File: src/rtl/riscv_core_icache_pkg.sv
// rtl/riscv_core_icache_pkg.sv - shared types and constants for the I-cache refill engine
package riscv_core_icache_pkg;

    typedef enum logic [2:0] {
        ST_IDLE  = 3'd0,
        ST_AR    = 3'd1,
        ST_R     = 3'd2,
        ST_DONE  = 3'd3,
        ST_DRAIN = 3'd4
    } refill_state_e;

    localparam logic [1:0] AXI_BURST_INCR = 2'b01;
    localparam logic [1:0] AXI_RESP_OKAY  = 2'b00;
    localparam int         LINE_OFFSET_W  = 5;

endpackage

File: src/rtl/riscv_core_icache_axi_refill.sv
// rtl/riscv_core_icache_axi_refill.sv - I-cache line refill over one AXI4 INCR read burst
// Optional R-phase watchdog with drain state: ICACHE_REFILL_TIMEOUT_EN
module riscv_core_icache_axi_refill
    import riscv_core_icache_pkg::*;
#(
    parameter int ADDR_WIDTH     = 32,
    parameter int LINE_WIDTH     = 256,
    parameter int AXI_DATA_WIDTH = 32,
    parameter int AXI_ID_WIDTH   = 4,
    parameter int AXI_ID         = 0,
    parameter int TIMEOUT_CYCLES = 1024
) (
    input  logic                      i_clk,
    input  logic                      i_rst,
    input  logic                      i_mem_req,
    input  logic [ADDR_WIDTH-1:0]     i_addr,
    output logic                      o_mem_done,
    output logic [LINE_WIDTH-1:0]     o_line,
    output logic                      o_err,
    output logic                      o_arvalid,
    input  logic                      i_arready,
    output logic [ADDR_WIDTH-1:0]     o_araddr,
    output logic [AXI_ID_WIDTH-1:0]   o_arid,
    output logic [7:0]                o_arlen,
    output logic [2:0]                o_arsize,
    output logic [1:0]                o_arburst,
    input  logic                      i_rvalid,
    output logic                      o_rready,
    input  logic [AXI_DATA_WIDTH-1:0] i_rdata,
    input  logic [1:0]                i_rresp,
    input  logic                      i_rlast
);

    localparam int BEATS = LINE_WIDTH / AXI_DATA_WIDTH;
    localparam int CNT_W = (BEATS > 1) ? $clog2(BEATS) : 1;
    localparam logic [CNT_W-1:0] LAST_BEAT = CNT_W'(BEATS - 1);

    refill_state_e    r_state;
    logic [CNT_W-1:0] r_cnt;
    logic             r_err;

    logic w_resp_bad;
    logic w_last_beat;
    logic w_unused;

    assign w_resp_bad  = (i_rresp != AXI_RESP_OKAY);
    assign w_last_beat = (r_cnt == LAST_BEAT);
    assign w_unused    = ^{i_addr[LINE_OFFSET_W-1:0], (TIMEOUT_CYCLES > 0)};

    assign o_arid    = AXI_ID_WIDTH'(AXI_ID);
    assign o_arlen   = 8'(BEATS - 1);
    assign o_arsize  = 3'($clog2(AXI_DATA_WIDTH / 8));
    assign o_arburst = AXI_BURST_INCR;

`ifdef ICACHE_REFILL_TIMEOUT_EN
    localparam int WDOG_W = $clog2(TIMEOUT_CYCLES + 1);
    logic [WDOG_W-1:0] r_wdog;
    logic              r_timed_out;
`endif

    always_ff @(posedge i_clk) begin
        if (i_rst) begin
            r_state    <= ST_IDLE;
            r_cnt      <= '0;
            r_err      <= 1'b0;
            o_mem_done <= 1'b0;
            o_err      <= 1'b0;
            o_arvalid  <= 1'b0;
            o_rready   <= 1'b0;
            o_araddr   <= '0;
            o_line     <= '0;
`ifdef ICACHE_REFILL_TIMEOUT_EN
            r_wdog      <= '0;
            r_timed_out <= 1'b0;
`endif
        end else begin
            o_mem_done <= 1'b0;
            o_err      <= 1'b0;
            case (r_state)
                ST_IDLE: begin
                    if (i_mem_req) begin
                        o_araddr  <= {i_addr[ADDR_WIDTH-1:LINE_OFFSET_W], {LINE_OFFSET_W{1'b0}}};
                        r_err     <= 1'b0;
                        o_arvalid <= 1'b1;
                        r_state   <= ST_AR;
                    end
                end
                // ARVALID stays up until accepted; AXI forbids withdrawing it
                ST_AR: begin
                    if (i_arready) begin
                        o_arvalid <= 1'b0;
                        o_rready  <= 1'b1;
                        r_cnt     <= '0;
`ifdef ICACHE_REFILL_TIMEOUT_EN
                        r_wdog    <= '0;
`endif
                        r_state   <= ST_R;
                    end
                end
                ST_R: begin
                    if (i_rvalid) begin
                        o_line[int'(r_cnt)*AXI_DATA_WIDTH +: AXI_DATA_WIDTH] <= i_rdata;
`ifdef ICACHE_REFILL_TIMEOUT_EN
                        r_wdog <= '0;
`endif
                        // The burst length is fixed by the counter, not by RLAST
                        if (w_last_beat) begin
                            o_rready   <= 1'b0;
                            o_mem_done <= 1'b1;
                            o_err      <= r_err | w_resp_bad | ~i_rlast;
                            r_state    <= ST_DONE;
                        end else begin
                            r_cnt <= r_cnt + 1'b1;
                            r_err <= r_err | w_resp_bad | i_rlast;
                        end
                    end
`ifdef ICACHE_REFILL_TIMEOUT_EN
                    else if (r_wdog == WDOG_W'(TIMEOUT_CYCLES - 1)) begin
                        o_rready    <= 1'b0;
                        o_mem_done  <= 1'b1;
                        o_err       <= 1'b1;
                        r_timed_out <= 1'b1;
                        r_state     <= ST_DONE;
                    end else begin
                        r_wdog <= r_wdog + 1'b1;
                    end
`endif
                end
                ST_DONE: begin
`ifdef ICACHE_REFILL_TIMEOUT_EN
                    if (r_timed_out) begin
                        r_timed_out <= 1'b0;
                        o_rready    <= 1'b1;
                        r_state     <= ST_DRAIN;
                    end else begin
                        r_state <= ST_IDLE;
                    end
`else
                    r_state <= ST_IDLE;
`endif
                end
`ifdef ICACHE_REFILL_TIMEOUT_EN
                // Late beats of the abandoned burst are swallowed so the next burst starts clean
                ST_DRAIN: begin
                    if (i_rvalid && i_rlast) begin
                        o_rready <= 1'b0;
                        r_state  <= ST_IDLE;
                    end
                end
`endif
                default: begin
                    o_arvalid <= 1'b0;
                    o_rready  <= 1'b0;
                    r_state   <= ST_IDLE;
                end
            endcase
        end
    end

endmodule
File: config.mk
export PLATFORM = sky130hd
export DESIGN_NAME = riscv_core_icache_axi_refill
export DESIGN_NICKNAME = d
export VERILOG_FILES = /design/src/rtl/riscv_core_icache_pkg.sv /design/src/rtl/riscv_core_icache_axi_refill.sv
export SDC_FILE = /design/constraint.sdc
export NUM_CORES = 1
export LEC_CHECK = 0
export BUFFER_PORTS_ARGS = -buffer_cell sky130_fd_sc_hd__buf_2
export CAP_MARGIN = 20
export CORE_MARGIN = 2
export CORE_UTILIZATION = 37
export CTS_BUF_LIST = sky130_fd_sc_hd__clkbuf_4 sky130_fd_sc_hd__clkbuf_8 sky130_fd_sc_hd__clkbuf_16
export DETAILED_ROUTE_END_ITERATION = 12
export GPL_ROUTABILITY_DRIVEN = 0
export PLACE_DENSITY = 0.74
export SETUP_SLACK_MARGIN = 0.15
export SKIP_CTS_REPAIR_TIMING = 1
export SYNTH_ARGS = -nofsm -noshare
export SYNTH_HDL_FRONTEND = slang
export SYNTH_SLANG_ARGS = --single-unit
export TNS_END_PERCENT = 5
File: constraint.sdc
create_clock -name i_clk -period 2.5 [get_ports i_clk]
set_input_delay 0.375 -clock i_clk [delete_from_list [all_inputs] [get_ports i_clk]]
set_output_delay 0.375 -clock i_clk [all_outputs]
set_load 0.01 [all_outputs]
==> results.yml <==
cts:
  clock_sinks: 293
  cts_root_buffer: "clkbuf_16"
  cts.clk_slew.worst_paths_ns: 0.06
  clkLatencyLatePin_ns: 0.55
  numCtsBuffers: 31
  cts_tree: "done"
  clk_path_buf_depth: 3
  htree_levels: 1
global_routing:
  grt_max_degree: 81
  met2_usage: 0.3687
  busiest_layer: "met2"
  grt_usage: 0.2160
  grt_overflow: 0
  grtUsageMet3: 0.06235
  use_met1: 0.2571
  grt_pass1_vias: 10060
  antenna_found_initial: 0
  grt_first_pass_wirelength_mm: 56.81
detailed_routing:
  drt_iter0_markers: 475
  num_vias: 10240
  wl_per_cell_um: 18.60
  routed_via_density: 5.038
  ant_nets: 0
  drc: 0
  dr.pass1.iters: 5
  wl_mm: 37.79
die:
  fp-row-count: 65
  io_pins: 381
  core_area_sq_mm: 0.03156
  die_h_um: 182.9
  die_area_sq_mm: 0.03344
  die_w_um: 182.9
  start_util: 0.3751
timing:
  period_needed_ns: 2.265
  rsz0062_at_grt: "true"
  holdWs_ns: 0.03324
  setup-violations-final: 0
  worst_slew_pin_slew_ns: 0.9395
  final_hold_viol_count: 0
  fmax_ghz: 0.4415
  final.period_utilization: 0.9060
  slew_headroom: 0.3736
  clock_skew_ns: 0.008870
  finalSetupTns_ns: 0
  slew_violations: 0
critical_path:
  r2r-start: "r_cnt[1]$_SDFFE_PP0P_"
  r2r-end: "o_line[138]$_SDFFE_PP0P_"
  criticalPathCategory: "reg -> reg"
  slowest_delay_ns: 0.41
  worstPathRequired_ns: 2.91
  critical_path.cell_chain: "inv_1 > ha_4 > ha_4 > buf_4 > or3b_1 > buf_4 > o31ai_1 > a21oi_1"
  cp_slowest_cell: "dfxtp_2"
  r2r_setup_slack_ns: 0.24
  path_buf_inv: 3
  reg2regPathDepth: 8
  critPathMaxFanout: 22
  critPathArrivalTime_ns: 2.68
  cp_num_cells: 8
  start_kind: "flip-flop"
  crit_path_end_kind: "flip-flop"
  crit_family: "buffers and inverters"
status:
  outcome: "completed"
layout:
  fin_nets: 1691
  diodes: 0
  fill_cells: 2967
  multiInputGateArea_sq_mm: 0.005418
  drive_gt1_frac: 0.2890
  area_growth_pct: 27.04
  seq_area_sq_mm: 0.005868
logic_synthesis:
  async_reset_ff_frac: 0
  synth_flop_cell: "dfxtp_1"
  yosys.area.top_type_share: 0.4955
  ys_seq_area_frac: 0.4955
  yosysWarnings: 0
  syn_inst: 1274
  synthMostInstantiatedCell: "nand2_1"
  ys_ff_latch: 293
  synth_area_per_cell_sq_um: 9.292
  synth_edf_count: 0
  synth_common_cells: "nand2_1, dfxtp_1, mux2i_1, clkbuf_1, a21oi_1"
  yosysTopAreaCell: "dfxtp_1"
  netlist_top_cells_area: "dfxtp_1, mux2i_1, nand2_1"
  ys_types: 39
  syn_area_sq_mm: 0.01184
power:
  power.density_mw_per_mm2: 731.4
  ir_drop_uv: 467.6
  leakage_nw: 6.984
min_path:
  min_from: "i_rlast"
  hp-class: "in -> reg"
  holdPathEnd: "o_err$_SDFF_PP0_"
  hold_depth: 2
placement:
  port_buffers: 353
  post-dp-hpwl_mm: 26.30
flow_run:
  drv_cap: 0
final cells by class:
class                   count  share of cell area
multi-input cells         877              0.3603
flip-flops and latches    293              0.3902
clock inverters            15            0.009069
inverters                   9            0.002912
repair buffers            396              0.1455
well taps                 402             0.03345
clock buffers              40             0.05857
per-layer routing:
layer | wire, um | part of all wire
met1 | 15340 | 0.41
met2 | 17960 | 0.48
met3 | 3231 | 0.085
met4 | 1261 | 0.033
met5 | 0 | 0
registers in the layout (all words and copies together), names as in the netlist:
signal      flops
o_line        256
o_mem_done      1
o_rready        1
o_arvalid       1
r_state         2
r_err           1
o_err           1
o_araddr       27
r_cnt           3
metrics by stage:
step | cells | instance area [sq um] | setup WS [ns] | util | power, W
final | 2032 | 15040 | 0.2351 | 0.4766 | 0.01100
after global routing | 2032 | 15040 | 0.09645 | 0.4766 | 0.01148
after CTS | 2030 | 15010 | 0.07151 | 0.4756 | 0.01110
after detailed placement | 1975 | 13990 | 0.09705 | 0.4433 | 0.006503
after global placement | 1975 | 13990 | 0.1554 | 0.4433 | 0.006469
after floorplan | 1294 | 11950 | 0.09780 | - | 0.005978
cells in the final DEF, fill, tap and decap left out, types with 22 or more instances in the layout:
master	count
nand2_1	433
buf_4	34
o31ai_1	22
conb_1	22
nand4_1	25
buf_2	353
a21oi_1	51
mux2i_1	238
dfxtp_1	291
nor2b_1	34
clkbuf_16	31
cell families after synthesis:
logic type	after synthesis	share of synthesized area
simple gates	523	0.1912
buf+inv	124	0.05760
fa+ha+maj	11	0.01163
other cells	2	0.0006344
compound gates	83	0.04217
mux	238	0.2012
flops	293	0.4955
worst max-delay path by stage:
stage | startpoint | end | slack, ns
6_report | r_cnt[1]$_SDFFE_PP0P_ | o_line[138]$_SDFFE_PP0P_ | 0.24
5_1_grt | r_cnt[1]$_SDFFE_PP0P_ | o_line[129]$_SDFFE_PP0P_ | 0.1
4_1_cts | r_cnt[1]$_SDFFE_PP0P_ | o_line[9]$_SDFFE_PP0P_ | 0.07
3_5_place_dp | r_cnt[1]$_SDFFE_PP0P_ | o_line[9]$_SDFFE_PP0P_ | 0.1
3_3_place_gp | r_cnt[1]$_SDFFE_PP0P_ | o_line[28]$_SDFFE_PP0P_ | 0.16
2_1_floorplan | r_cnt[0]$_SDFFE_PP0P_ | o_line[10]$_SDFFE_PP0P_ | 0.1
where the power goes:
group	total (W)	switching, W	internal (W)
clock network	0.00458	0.00191	0.00268
registers	0.00492	0.0000872	0.00484
logic	0.00149	0.000962	0.000529
total	0.0110	0.00296	0.00804
Note: power is estimated with default switching activity, not from simulation.
